File: src/rtl/branch_resolve_unit_if.sv
// Signal bundle between IF/EX and the branch resolve unit.
// The master drives fetch/resolve records; the slave (resolve unit) returns strobes and status.
interface branch_resolve_unit_if #(
    parameter int WORD_SIZE = 16,
    parameter int CNT_WIDTH = 16
);
    logic                 fetch_valid;
    logic [WORD_SIZE-1:0] fetch_pc;
    logic [WORD_SIZE-1:0] fetch_predicted_pc;
    logic                 fetch_tag_hit;
    logic                 resolve_valid;
    logic                 resolve_is_branch;
    logic                 resolve_taken;
    logic [WORD_SIZE-1:0] resolve_target;

    logic                 queue_full;
    logic                 flush;
    logic [WORD_SIZE-1:0] redirect_pc;
    logic                 update_tag;
    logic                 update_bht;
    logic                 bht_taken;
    logic [WORD_SIZE-1:0] pc_for_btb_update;
    logic [WORD_SIZE-1:0] branch_target_for_btb_update;
    logic                 branch_correct_or_notCorrect;
    logic [CNT_WIDTH-1:0] branch_count;
    logic [CNT_WIDTH-1:0] mispredict_count;
    logic                 overflow_err;
    logic                 underflow_err;

    modport master (
        output fetch_valid, fetch_pc, fetch_predicted_pc, fetch_tag_hit,
               resolve_valid, resolve_is_branch, resolve_taken, resolve_target,
        input  queue_full, flush, redirect_pc, update_tag, update_bht, bht_taken,
               pc_for_btb_update, branch_target_for_btb_update,
               branch_correct_or_notCorrect, branch_count, mispredict_count,
               overflow_err, underflow_err
    );

    modport slave (
        input  fetch_valid, fetch_pc, fetch_predicted_pc, fetch_tag_hit,
               resolve_valid, resolve_is_branch, resolve_taken, resolve_target,
        output queue_full, flush, redirect_pc, update_tag, update_bht, bht_taken,
               pc_for_btb_update, branch_target_for_btb_update,
               branch_correct_or_notCorrect, branch_count, mispredict_count,
               overflow_err, underflow_err
    );
endinterface

File: src/rtl/branch_resolve_unit.sv
// Branch resolve unit: in-order queue of fetched predictions, retired against EX results.
// Produces flush/redirect on mispredict and one-cycle BTB/BHT training strobes.
module branch_resolve_unit #(
    parameter int WORD_SIZE   = 16,
    parameter int QUEUE_DEPTH = 4,
    parameter int CNT_WIDTH   = 16
) (
    input  logic               clk,
    input  logic               reset,
    branch_resolve_unit_if.slave bus
);
    localparam int PTR_W = $clog2(QUEUE_DEPTH);
    localparam int OCC_W = PTR_W + 1;

    typedef logic [WORD_SIZE-1:0] word_t;
    typedef struct packed {
        word_t pc;
        word_t ppc;
        logic  hit;
    } entry_t;

    entry_t               mem_q [QUEUE_DEPTH];
    logic [PTR_W-1:0]     wr_ptr_q, rd_ptr_q;
    logic [OCC_W-1:0]     occ_q;
    logic                 flush_q, update_tag_q, update_bht_q, bht_taken_q, correct_q;
    word_t                redirect_q, pc_upd_q, tgt_upd_q;
    logic [CNT_WIDTH-1:0] bcnt_q, mcnt_q;
    logic                 ovf_q, udf_q;

    logic   empty, full, pop, push_ok, taken_act, correct, mispredict;
    logic   update_tag_d, update_bht_d;
    entry_t head;
    word_t  actual;

    always_comb begin
        empty        = (occ_q == '0);
        full         = (occ_q == OCC_W'(QUEUE_DEPTH));
        head         = mem_q[rd_ptr_q];
        pop          = bus.resolve_valid && !empty;
        taken_act    = bus.resolve_is_branch && bus.resolve_taken;
        actual       = taken_act ? bus.resolve_target : word_t'(head.pc + word_t'(1));
        correct      = (head.ppc == actual);
        mispredict   = pop && !correct;
        // Pushes in the flush cycle or behind a mispredict are wrong-path.
        push_ok      = bus.fetch_valid && !flush_q && !mispredict && (!full || pop);
        update_tag_d = taken_act && (!head.hit || head.ppc != bus.resolve_target);
        update_bht_d = (bus.resolve_is_branch && (head.hit || update_tag_d)) ||
                       (!bus.resolve_is_branch && head.hit);
    end

    // Storage needs no reset: occupancy alone decides which slots are live.
    always_ff @(posedge clk) begin
        if (push_ok) mem_q[wr_ptr_q] <= '{pc: bus.fetch_pc, ppc: bus.fetch_predicted_pc,
                                          hit: bus.fetch_tag_hit};
    end

    always_ff @(posedge clk or posedge reset) begin
        if (reset) begin
            wr_ptr_q     <= '0;
            rd_ptr_q     <= '0;
            occ_q        <= '0;
            flush_q      <= 1'b0;
            redirect_q   <= '0;
            update_tag_q <= 1'b0;
            update_bht_q <= 1'b0;
            bht_taken_q  <= 1'b0;
            pc_upd_q     <= '0;
            tgt_upd_q    <= '0;
            correct_q    <= 1'b0;
            bcnt_q       <= '0;
            mcnt_q       <= '0;
            ovf_q        <= 1'b0;
            udf_q        <= 1'b0;
        end else begin
            if (mispredict) begin
                wr_ptr_q <= '0;
                rd_ptr_q <= '0;
                occ_q    <= '0;
            end else begin
                if (push_ok) wr_ptr_q <= wr_ptr_q + 1'b1;
                if (pop)     rd_ptr_q <= rd_ptr_q + 1'b1;
                if (push_ok && !pop)      occ_q <= occ_q + 1'b1;
                else if (!push_ok && pop) occ_q <= occ_q - 1'b1;
            end

            flush_q      <= mispredict;
            redirect_q   <= mispredict ? actual : '0;
            update_tag_q <= pop && update_tag_d;
            update_bht_q <= pop && update_bht_d;
            bht_taken_q  <= pop && taken_act;
            pc_upd_q     <= pop ? head.pc : '0;
            tgt_upd_q    <= pop ? bus.resolve_target : '0;
            correct_q    <= pop && correct;

            if (pop && bus.resolve_is_branch && bcnt_q != '1) bcnt_q <= bcnt_q + 1'b1;
            if (mispredict && mcnt_q != '1) mcnt_q <= mcnt_q + 1'b1;

            if (bus.fetch_valid && full && !pop) ovf_q <= 1'b1;
            if (bus.resolve_valid && empty && !push_ok) udf_q <= 1'b1;
        end
    end

    assign bus.queue_full                   = full;
    assign bus.flush                        = flush_q;
    assign bus.redirect_pc                  = redirect_q;
    assign bus.update_tag                   = update_tag_q;
    assign bus.update_bht                   = update_bht_q;
    assign bus.bht_taken                    = bht_taken_q;
    assign bus.pc_for_btb_update            = pc_upd_q;
    assign bus.branch_target_for_btb_update = tgt_upd_q;
    assign bus.branch_correct_or_notCorrect = correct_q;
    assign bus.branch_count                 = bcnt_q;
    assign bus.mispredict_count             = mcnt_q;
    assign bus.overflow_err                 = ovf_q;
    assign bus.underflow_err                = udf_q;
endmodule

File: src/flat_wrapper.sv
// flat-port wrapper written by rule: the top's interface ports become plain ports
module branch_resolve_unit_flat 
#(
    parameter int WORD_SIZE   = 16,
    parameter int QUEUE_DEPTH = 4,
    parameter int CNT_WIDTH   = 16
)
  (clk, reset, bus_fetch_valid, bus_fetch_pc, bus_fetch_predicted_pc, bus_fetch_tag_hit, bus_resolve_valid, bus_resolve_is_branch, bus_resolve_taken, bus_resolve_target, bus_queue_full, bus_flush, bus_redirect_pc, bus_update_tag, bus_update_bht, bus_bht_taken, bus_pc_for_btb_update, bus_branch_target_for_btb_update, bus_branch_correct_or_notCorrect, bus_branch_count, bus_mispredict_count, bus_overflow_err, bus_underflow_err);
  branch_resolve_unit_if #(.WORD_SIZE(WORD_SIZE), .CNT_WIDTH(CNT_WIDTH)) bus_i ();
  input  logic clk;
  input  logic reset;
  input wire logic [$bits(bus_i.fetch_valid)-1:0] bus_fetch_valid;
  input wire logic [$bits(bus_i.fetch_pc)-1:0] bus_fetch_pc;
  input wire logic [$bits(bus_i.fetch_predicted_pc)-1:0] bus_fetch_predicted_pc;
  input wire logic [$bits(bus_i.fetch_tag_hit)-1:0] bus_fetch_tag_hit;
  input wire logic [$bits(bus_i.resolve_valid)-1:0] bus_resolve_valid;
  input wire logic [$bits(bus_i.resolve_is_branch)-1:0] bus_resolve_is_branch;
  input wire logic [$bits(bus_i.resolve_taken)-1:0] bus_resolve_taken;
  input wire logic [$bits(bus_i.resolve_target)-1:0] bus_resolve_target;
  output wire logic [$bits(bus_i.queue_full)-1:0] bus_queue_full;
  output wire logic [$bits(bus_i.flush)-1:0] bus_flush;
  output wire logic [$bits(bus_i.redirect_pc)-1:0] bus_redirect_pc;
  output wire logic [$bits(bus_i.update_tag)-1:0] bus_update_tag;
  output wire logic [$bits(bus_i.update_bht)-1:0] bus_update_bht;
  output wire logic [$bits(bus_i.bht_taken)-1:0] bus_bht_taken;
  output wire logic [$bits(bus_i.pc_for_btb_update)-1:0] bus_pc_for_btb_update;
  output wire logic [$bits(bus_i.branch_target_for_btb_update)-1:0] bus_branch_target_for_btb_update;
  output wire logic [$bits(bus_i.branch_correct_or_notCorrect)-1:0] bus_branch_correct_or_notCorrect;
  output wire logic [$bits(bus_i.branch_count)-1:0] bus_branch_count;
  output wire logic [$bits(bus_i.mispredict_count)-1:0] bus_mispredict_count;
  output wire logic [$bits(bus_i.overflow_err)-1:0] bus_overflow_err;
  output wire logic [$bits(bus_i.underflow_err)-1:0] bus_underflow_err;
  assign bus_i.fetch_valid = bus_fetch_valid;
  assign bus_i.fetch_pc = bus_fetch_pc;
  assign bus_i.fetch_predicted_pc = bus_fetch_predicted_pc;
  assign bus_i.fetch_tag_hit = bus_fetch_tag_hit;
  assign bus_i.resolve_valid = bus_resolve_valid;
  assign bus_i.resolve_is_branch = bus_resolve_is_branch;
  assign bus_i.resolve_taken = bus_resolve_taken;
  assign bus_i.resolve_target = bus_resolve_target;
  assign bus_queue_full = bus_i.queue_full;
  assign bus_flush = bus_i.flush;
  assign bus_redirect_pc = bus_i.redirect_pc;
  assign bus_update_tag = bus_i.update_tag;
  assign bus_update_bht = bus_i.update_bht;
  assign bus_bht_taken = bus_i.bht_taken;
  assign bus_pc_for_btb_update = bus_i.pc_for_btb_update;
  assign bus_branch_target_for_btb_update = bus_i.branch_target_for_btb_update;
  assign bus_branch_correct_or_notCorrect = bus_i.branch_correct_or_notCorrect;
  assign bus_branch_count = bus_i.branch_count;
  assign bus_mispredict_count = bus_i.mispredict_count;
  assign bus_overflow_err = bus_i.overflow_err;
  assign bus_underflow_err = bus_i.underflow_err;
  branch_resolve_unit #(.WORD_SIZE(WORD_SIZE), .QUEUE_DEPTH(QUEUE_DEPTH), .CNT_WIDTH(CNT_WIDTH)) u_core (.clk(clk), .reset(reset), .bus(bus_i));
endmodule
File: config.mk
export PLATFORM = sky130hd
export DESIGN_NAME = branch_resolve_unit_flat
export DESIGN_NICKNAME = d
export VERILOG_FILES = /design/src/rtl/branch_resolve_unit_if.sv /design/src/rtl/branch_resolve_unit.sv /design/src/flat_wrapper.sv
export SDC_FILE = /design/constraint.sdc
export NUM_CORES = 1
export LEC_CHECK = 0
export CAP_MARGIN = 15
export CORE_UTILIZATION = 59
export CTS_CLUSTER_SIZE = 14
export DETAILED_ROUTE_END_ITERATION = 10
export PLACE_DENSITY = 0.86
export SYNTH_ARGS = -nofsm -noshare
export SYNTH_HDL_FRONTEND = slang
export SYNTH_SLANG_ARGS = --single-unit
File: constraint.sdc
create_clock -name clk -period 9.6 [get_ports clk]
set_input_delay 0.96 -clock clk [delete_from_list [all_inputs] [get_ports clk]]
set_output_delay 0.96 -clock clk [all_outputs]
set_load 0.02 [all_outputs]
Yosys cells after proc, flatten, opt, wreduce, memory -nomap -nowiden
Memories as Yosys holds them, arrays and structs flattened. Cells that the tools add are included.

Equal/unequal tests: 5. Reduce and logical (&&, ||, !) cells: 39. Muxes and demuxes: 13. Add/sub/neg operators: 7.

Operators with widths (count): 2-to-1 mux 16 bit (4); adder 16 x 1 -> 16 bit (second input constant) (3); inequality test 16 bit (second input constant) (2); logical AND 1 bit (22); == test 16 bit (1); inequality test 16 bit (1); zero test 1 bit (9); 2-to-1 mux 3 bit (3); 2-to-1 mux 2 bit (4); adder 2 x 1 -> 2 bit (second input constant) (2); logical OR 1 bit (4); nonzero test 2 bit (2); adder 3 x 1 -> 3 bit (second input constant) (1); == test 3 bit (second input constant) (1); zero test 3 bit (1); nonzero test 3 bit (1); subtractor 3 x 1 -> 3 bit (second input constant) (1); 2-to-1 mux 1 bit (2).

Flip-flop bits (word level): 94. Memory bits (writable): 132. Output and inout bits: 88. Bits of input ports: 55. Memories: 1. Word-level logic and storage cells: 80.

Memories: u_core.mem_q (depth 4, width 33, read ports 1, clocked after memory_dff 0, wr ports 1, line branch_resolve_unit.sv:22) `entry_t mem_q [QUEUE_DEPTH];`.

Logic depth before layout (Yosys ltp)
An unclocked memory read counts as a cell.

Depth in word-level cells: 14. Gate-level depth with buffers: 19. Depth with buffers taken out: 16.

Worst setup path after synthesis
OpenSTA, ideal clock, no wires.

Path type: flip-flop to flip-flop. Start: register u_core.rd_ptr_q[0]. End: memory u_core.mem_q[0][0] in the netlist's numbering, enable pin. Clock period less this slack: 4147 ps. Buffers on the path: 3. Data required time: 9207 ps. Arrival: 3754 ps. Slack: 5453 ps. Stages on the path, launching flop included: 14. Setup time: 393 ps. Path through: dfrtp_1 > buf_6 > buf_8 > mux4_2 > ha_1 > nand3_1 > xor2_1 > a211oi_1 > a311o_1 > nor4_2 > nand4_1 > nand2_1 > buf_2 > and3_1.

Longest elaborated chain between the ends: 11.

RTL lines: start: declaration (line branch_resolve_unit.sv:23) `logic [PTR_W-1:0] wr_ptr_q, rd_ptr_q;`; start signal: assignment (line branch_resolve_unit.sv:81) `if (pop) rd_ptr_q <= rd_ptr_q + 1'b1;`; memory (4 x 33 bit) *; adder 16 x 1 -> 16 bit (line branch_resolve_unit.sv:41) `actual = taken_act ? bus.resolve_target : word_t'(head.pc + word_t'(1));`; 2-to-1 mux 16 bit (line branch_resolve_unit.sv:41); == test 16 bit * (line branch_resolve_unit.sv:42) `correct = (head.ppc == actual);`; zero test 1 bit * (line branch_resolve_unit.sv:43) `mispredict = pop && !correct;`; logical AND 1 bit * (line branch_resolve_unit.sv:43); zero test 1 bit * (line branch_resolve_unit.sv:45) `push_ok = bus.fetch_valid && !flush_q && !mispredict && (!full || pop);`; logical AND 1 bit * (2 in series) (line branch_resolve_unit.sv:45); 2-to-1 mux 1 bit * (line branch_resolve_unit.sv:53) `if (push_ok) mem_q[wr_ptr_q] <= '{pc: bus.fetch_pc, ppc: bus.fetch_predicted_pc,`; 2-to-1 mux 1 bit (implied by the code) * (line branch_resolve_unit.sv:53); end: declaration (line branch_resolve_unit.sv:22).

Mark *: on every way between the ends. The rest lies on a longest branch, timed or not.

Worst setup path after layout
Start: register u_core.rd_ptr_q[0]. End: register u_core.occ_q[1].

Longest elaborated chain between the ends: 12. Elaborated cells between the ends (all ways): 15. Classes of those cells: add/sub (1); eq/ne (1); mux (3); reduce/logical (9); memory (1).

RTL lines: memory (4 x 33 bit) *; adder 16 x 1 -> 16 bit (line branch_resolve_unit.sv:41); 2-to-1 mux 16 bit (line branch_resolve_unit.sv:41); == test 16 bit * (line branch_resolve_unit.sv:42); zero test 1 bit * (line branch_resolve_unit.sv:43); logical AND 1 bit * (line branch_resolve_unit.sv:43); zero test 1 bit (line branch_resolve_unit.sv:45); logical AND 1 bit (2 in series) (line branch_resolve_unit.sv:45); logical AND 1 bit / zero test 1 bit (equally long branches) (line branch_resolve_unit.sv:82, branch_resolve_unit.sv:83); 2-to-1 mux 3 bit / logical AND 1 bit (equally long branches) (line branch_resolve_unit.sv:82, branch_resolve_unit.sv:83); 2-to-1 mux 3 bit / nonzero test 3 bit (equally long branches); end signal: assignment (line branch_resolve_unit.sv:82) `if (push_ok && !pop) occ_q <= occ_q + 1'b1;`; end signal: assignment (line branch_resolve_unit.sv:83) `else if (!push_ok && pop) occ_q <= occ_q - 1'b1;`; end: declaration (line branch_resolve_unit.sv:24) `logic [OCC_W-1:0] occ_q;`.

Marks and branches as above. A chain may end at the register's enable or synchronous reset.

==> results <==
- The total I/O pin count is 143.
- The region available for standard cell placement spans 16120 um^2.
- After clock tree synthesis, the flow added hold-fix buffers numbering 0.
- The die height is 131.4 um.
- The worst vdd rail ir drop is 184.9 uV.
- In this run the horizontal extent of the chip is 131.4 um.
- The clock latency at the later pin of the worst-skew pair is 0.51 ns.
- The average cell area after synthesis is 14.37 um^2.
- The total of endpoints with negative setup slack in the final report is 0.
- The critical path endpoint category is a flop.
- For this run, design rule violations remaining after detail routing come to 0.
- TritonCTS created 22 clock buffers.
- The global-route wire length before repair is 35100 um.
- The startpoint-to-endpoint class of the critical path is reg -> reg.
- The class of the worst hold path is reg -> reg.
- In this run the tightest slew margin relative to its limit is 30.63%.
- The clock-pin slew of the registers on the worst-case setup and hold paths is 0.06 ns.
- The congestion estimate from routability-driven global placement came to 0.8727.
- The routed design has 22380 um of wire.
- The register bit total from synthesis is 226.
- The portion of the post-synthesis area used by sequential elements is 63.91%.
- The aggregate global routing overflow is 0.
- By area the synthesized netlist is led by edfxtp_1 (40%), dfrtp_1 (24%), mux4_2 (7.7%).
- The number of non-filler instances in the completed layout is 1066.
- The proportion of layout cells with a drive suffix above 1 is 11.65%.
- The highest clock frequency the design can meet is 0.1651 GHz.
- From synthesis to final layout, the design area changed by 23.39%.
- In this run the critical register-to-register path is launched from u_core.rd_ptr_q[0].
- The number of placed instances, taps included, is 1026.
- The vias per cell is 5.850.
- The number of antenna violations at the first check in global routing is 0.
- Dividing total power by cell area gives a power density of 233.6 nW/um^2.
- The launching element of the worst setup path is u_core.rd_ptr_q[0].
- Synthesis produced a netlist with a net count of 752.
- At the pin with the least slew margin, the transition time is 1.037 ns.
- The instance count of the mapped netlist is 688.
- The commonest cells after synthesis are edfxtp_1 (132), dfrtp_1 (94), xnor2_1 (52).
- STA puts the critical path data arrival time at 6.49 ns.
- In this run the post-CTS setup repair buffer count came out at 0.
- The maximum net fanout on the critical path is 32.
- The mapped cell area is 9883 um^2.
- The die footprint is 17270 um^2.
- In this run the number of H-tree levels came out at 1.
- During placement, the flow inserted port buffers numbering 142.
- The root buffer cell chosen for the clock tree is clkbuf_16.
- Setup repair after global routing left no endpoint under its margin.
- For the worst setup path, the data required time is 10.03 ns.
- The number of global-route vias before repair is 6307.
- The routed length per instance is 20.99 um.
- After floorplanning, the core was divided into 46 placement rows.
- The flow ran to the end, and the final reports show no timing, DRC or antenna violations.
- The sum of negative setup slack is 0 ns.
- In this run, synthesis inferred 132 flip-flops with an integrated enable.
- The final hold violation count is 0.
- Power comes to 2.849 mW.
- The type of element launching the critical path is a flop.
- Among all flip-flop cells after synthesis, the most frequent one is edfxtp_1.
- The area of combinational cells with multiple inputs is 3318 um^2.
- The count of distinct cell types in the synthesized netlist is 69.
- The detailed placement HPWL is 15640 um.
- The most frequently used cell type in the post-synthesis netlist is edfxtp_1.
- The count of nets left with antenna violations once routing finished came out at 0.
- The number of DRC markers in iteration 0 is 429.
- TritonCTS built the clock tree.
- The overall via count from detail_route is 6236.
- The clock passes through at most 3 buffers.
- Of all cell types, the one taking the most synthesized area is edfxtp_1.
- The number of warnings printed during yosys synthesis is 0.
- Fill cells in the final layout number 1020.
- The final-report max-slew violation count is 0.
- The pin count of the biggest net entering global routing is 65.
- Across the run, the number of max-cap violations was 0.
- The number of gates given a new drive strength after cts is 0.
- The total area of sequential cells is 6317 um^2.
- The clock skew after layout is 0.01632 ns.
- At the end of the flow, the number of nets in the layout was 898.
- Before antenna repair, the detailed router went through 6 iterations.
- The routed design could run at a clock period as short as 6.056 ns.
- The proportion of netlist area held by the largest area contributor is 40.11%.
- Global routing consumed, over all layers together, 26.42% of the routing resources.
- The total number of clock tree sinks is 226.
- The starting utilization of the core area is 61.33%.
- The fraction of registers with async set or reset after synthesis is 41.59%.
- The startpoint identified for the worst hold timing path is u_core.bus.overflow_err.
- The standby leakage power is 4.513 nW.
- The worst path uses 63.08% of the clock period.
- The number of antenna diodes in the final layout is 0.
==> worst paths after layout <==
path / endpoint / slack [ns] / cells after the start
worst min-delay path: u_core.bus.overflow_err / 0.48 / 1
min in group asynchronous: u_core.bus.redirect_pc[2] / 0.81 / 2
max in group asynchronous: u_core.bus.pc_for_btb_update[3] / 7.68 / 3
worst min register to register: u_core.bus.overflow_err / 0.48 / 1
worst max-delay path: u_core.occ_q[1] / 3.54 / 16
worst max register to register: u_core.occ_q[1] / 3.54 / 16
==> layout make-up <==
type,count,share of cell area [%]
Tap cell,216,2.216
Clock inverter,7,0.3180
Timing Repair Buffer,152,12.27
Inverter,17,0.5438
Sequential cell,226,51.80
Clock buffer,33,5.643
Multi-Input combinational cell,415,27.21
==> state kept, by name (all words and copies together) (netlist names) <==
signal                                   cells
u_core.occ_q                                 3
u_core.bus.branch_count                     16
u_core.bus.underflow_err                     1
u_core.bus.bht_taken                         1
u_core.wr_ptr_q                              2
u_core.bus.overflow_err                      1
u_core.bus.flush                             1
u_core.bus.update_bht                        1
u_core.rd_ptr_q                              2
u_core.bus.update_tag                        1
u_core.bus.branch_correct_or_notCorrect      1
u_core.bus.mispredict_count                 16
u_core.bus.redirect_pc                      16
u_core.mem_q                               132
u_core.bus.branch_target_for_btb_update     16
u_core.bus.pc_for_btb_update                16
==> where the power goes <==
group | internal, mW | switching [mW]
logic | 0.318 | 0.427
registers | 1.18 | 0.0743
clock network | 0.495 | 0.349
==> kinds of logic (layout without fill, tap and decap cells) <==
family / Yosys count / in the layout / synth area share [%]
flip-flops: 226 / 226 / 63.91
multiplexers: 43 / 43 / 8.710
XOR/XNOR: 72 / 72 / 6.381
AND/OR/NAND/NOR: 232 / 232 / 12.76
adder cells (fa/ha/maj): 9 / 9 / 1.215
AO/OA/AOI/OAI: 59 / 59 / 4.482
buffers and inverters: 47 / 209 / 2.545
==> stage by stage <==
| step | hold slack, ns | util, % | area [um^2] | worst slack (ns) |
|---|---|---|---|---|
| 5_1_grt | 0.4985 | 75.68 | 12200 | 3.092 |
| 3_3_place_gp | 0.4392 | 71.16 | 11470 | 3.810 |
| 3_5_place_dp | 0.4641 | 71.16 | 11470 | 3.647 |
| 6_report | 0.4751 | 75.68 | 12200 | 3.544 |
| 2_1_floorplan | 0.5034 | - | 9883 | 5.453 |
| 4_1_cts | 0.4778 | 75.68 | 12200 | 3.588 |
==> critical path: stages, from the launching register on <==
cell	delay [ns]
dfrtp_2	0.44
buf_4	0.52
mux4_2	0.68
ha_1	0.33
nand3_1	0.11
xor2_1	0.24
a211oi_1	0.14
a311o_1	0.36
nor4_2	0.15
nand4_1	0.84
nand2_1	1.00
and2_1	0.23
ha_1	0.20
fa_1	0.43
nor2_1	0.11
a21oi_1	0.05
nor2_1	0.10
==> cell usage in the layout, fill, tap and decap left out, drive strengths merged, types with 6 or more instances in the layout <==
cell type	instances
clkdlybuf4s50	142
edfxtp	132
dfrtp	94
xnor2	52
nor2	51
and2	39
nand2	36
mux4	34
clkbuf	33
nand3	28
xor2	20
inv	17
and3	16
nand4	15
nor3	14
a21oi	13
a211oi	12
buf	10
nor4	9
ha	8
clkinv	6
==> routing by layer <==
layer	GRT usage [%]	up-vias	share of wire, %
li1	-	2837	-
met1	37.34	3102	43
met2	43.71	264	49
met3	4.167	33	6.5
met4	5.685	0	1.5
met5	0	-	0
No activity file was read; power rests on OpenSTA's default activity.
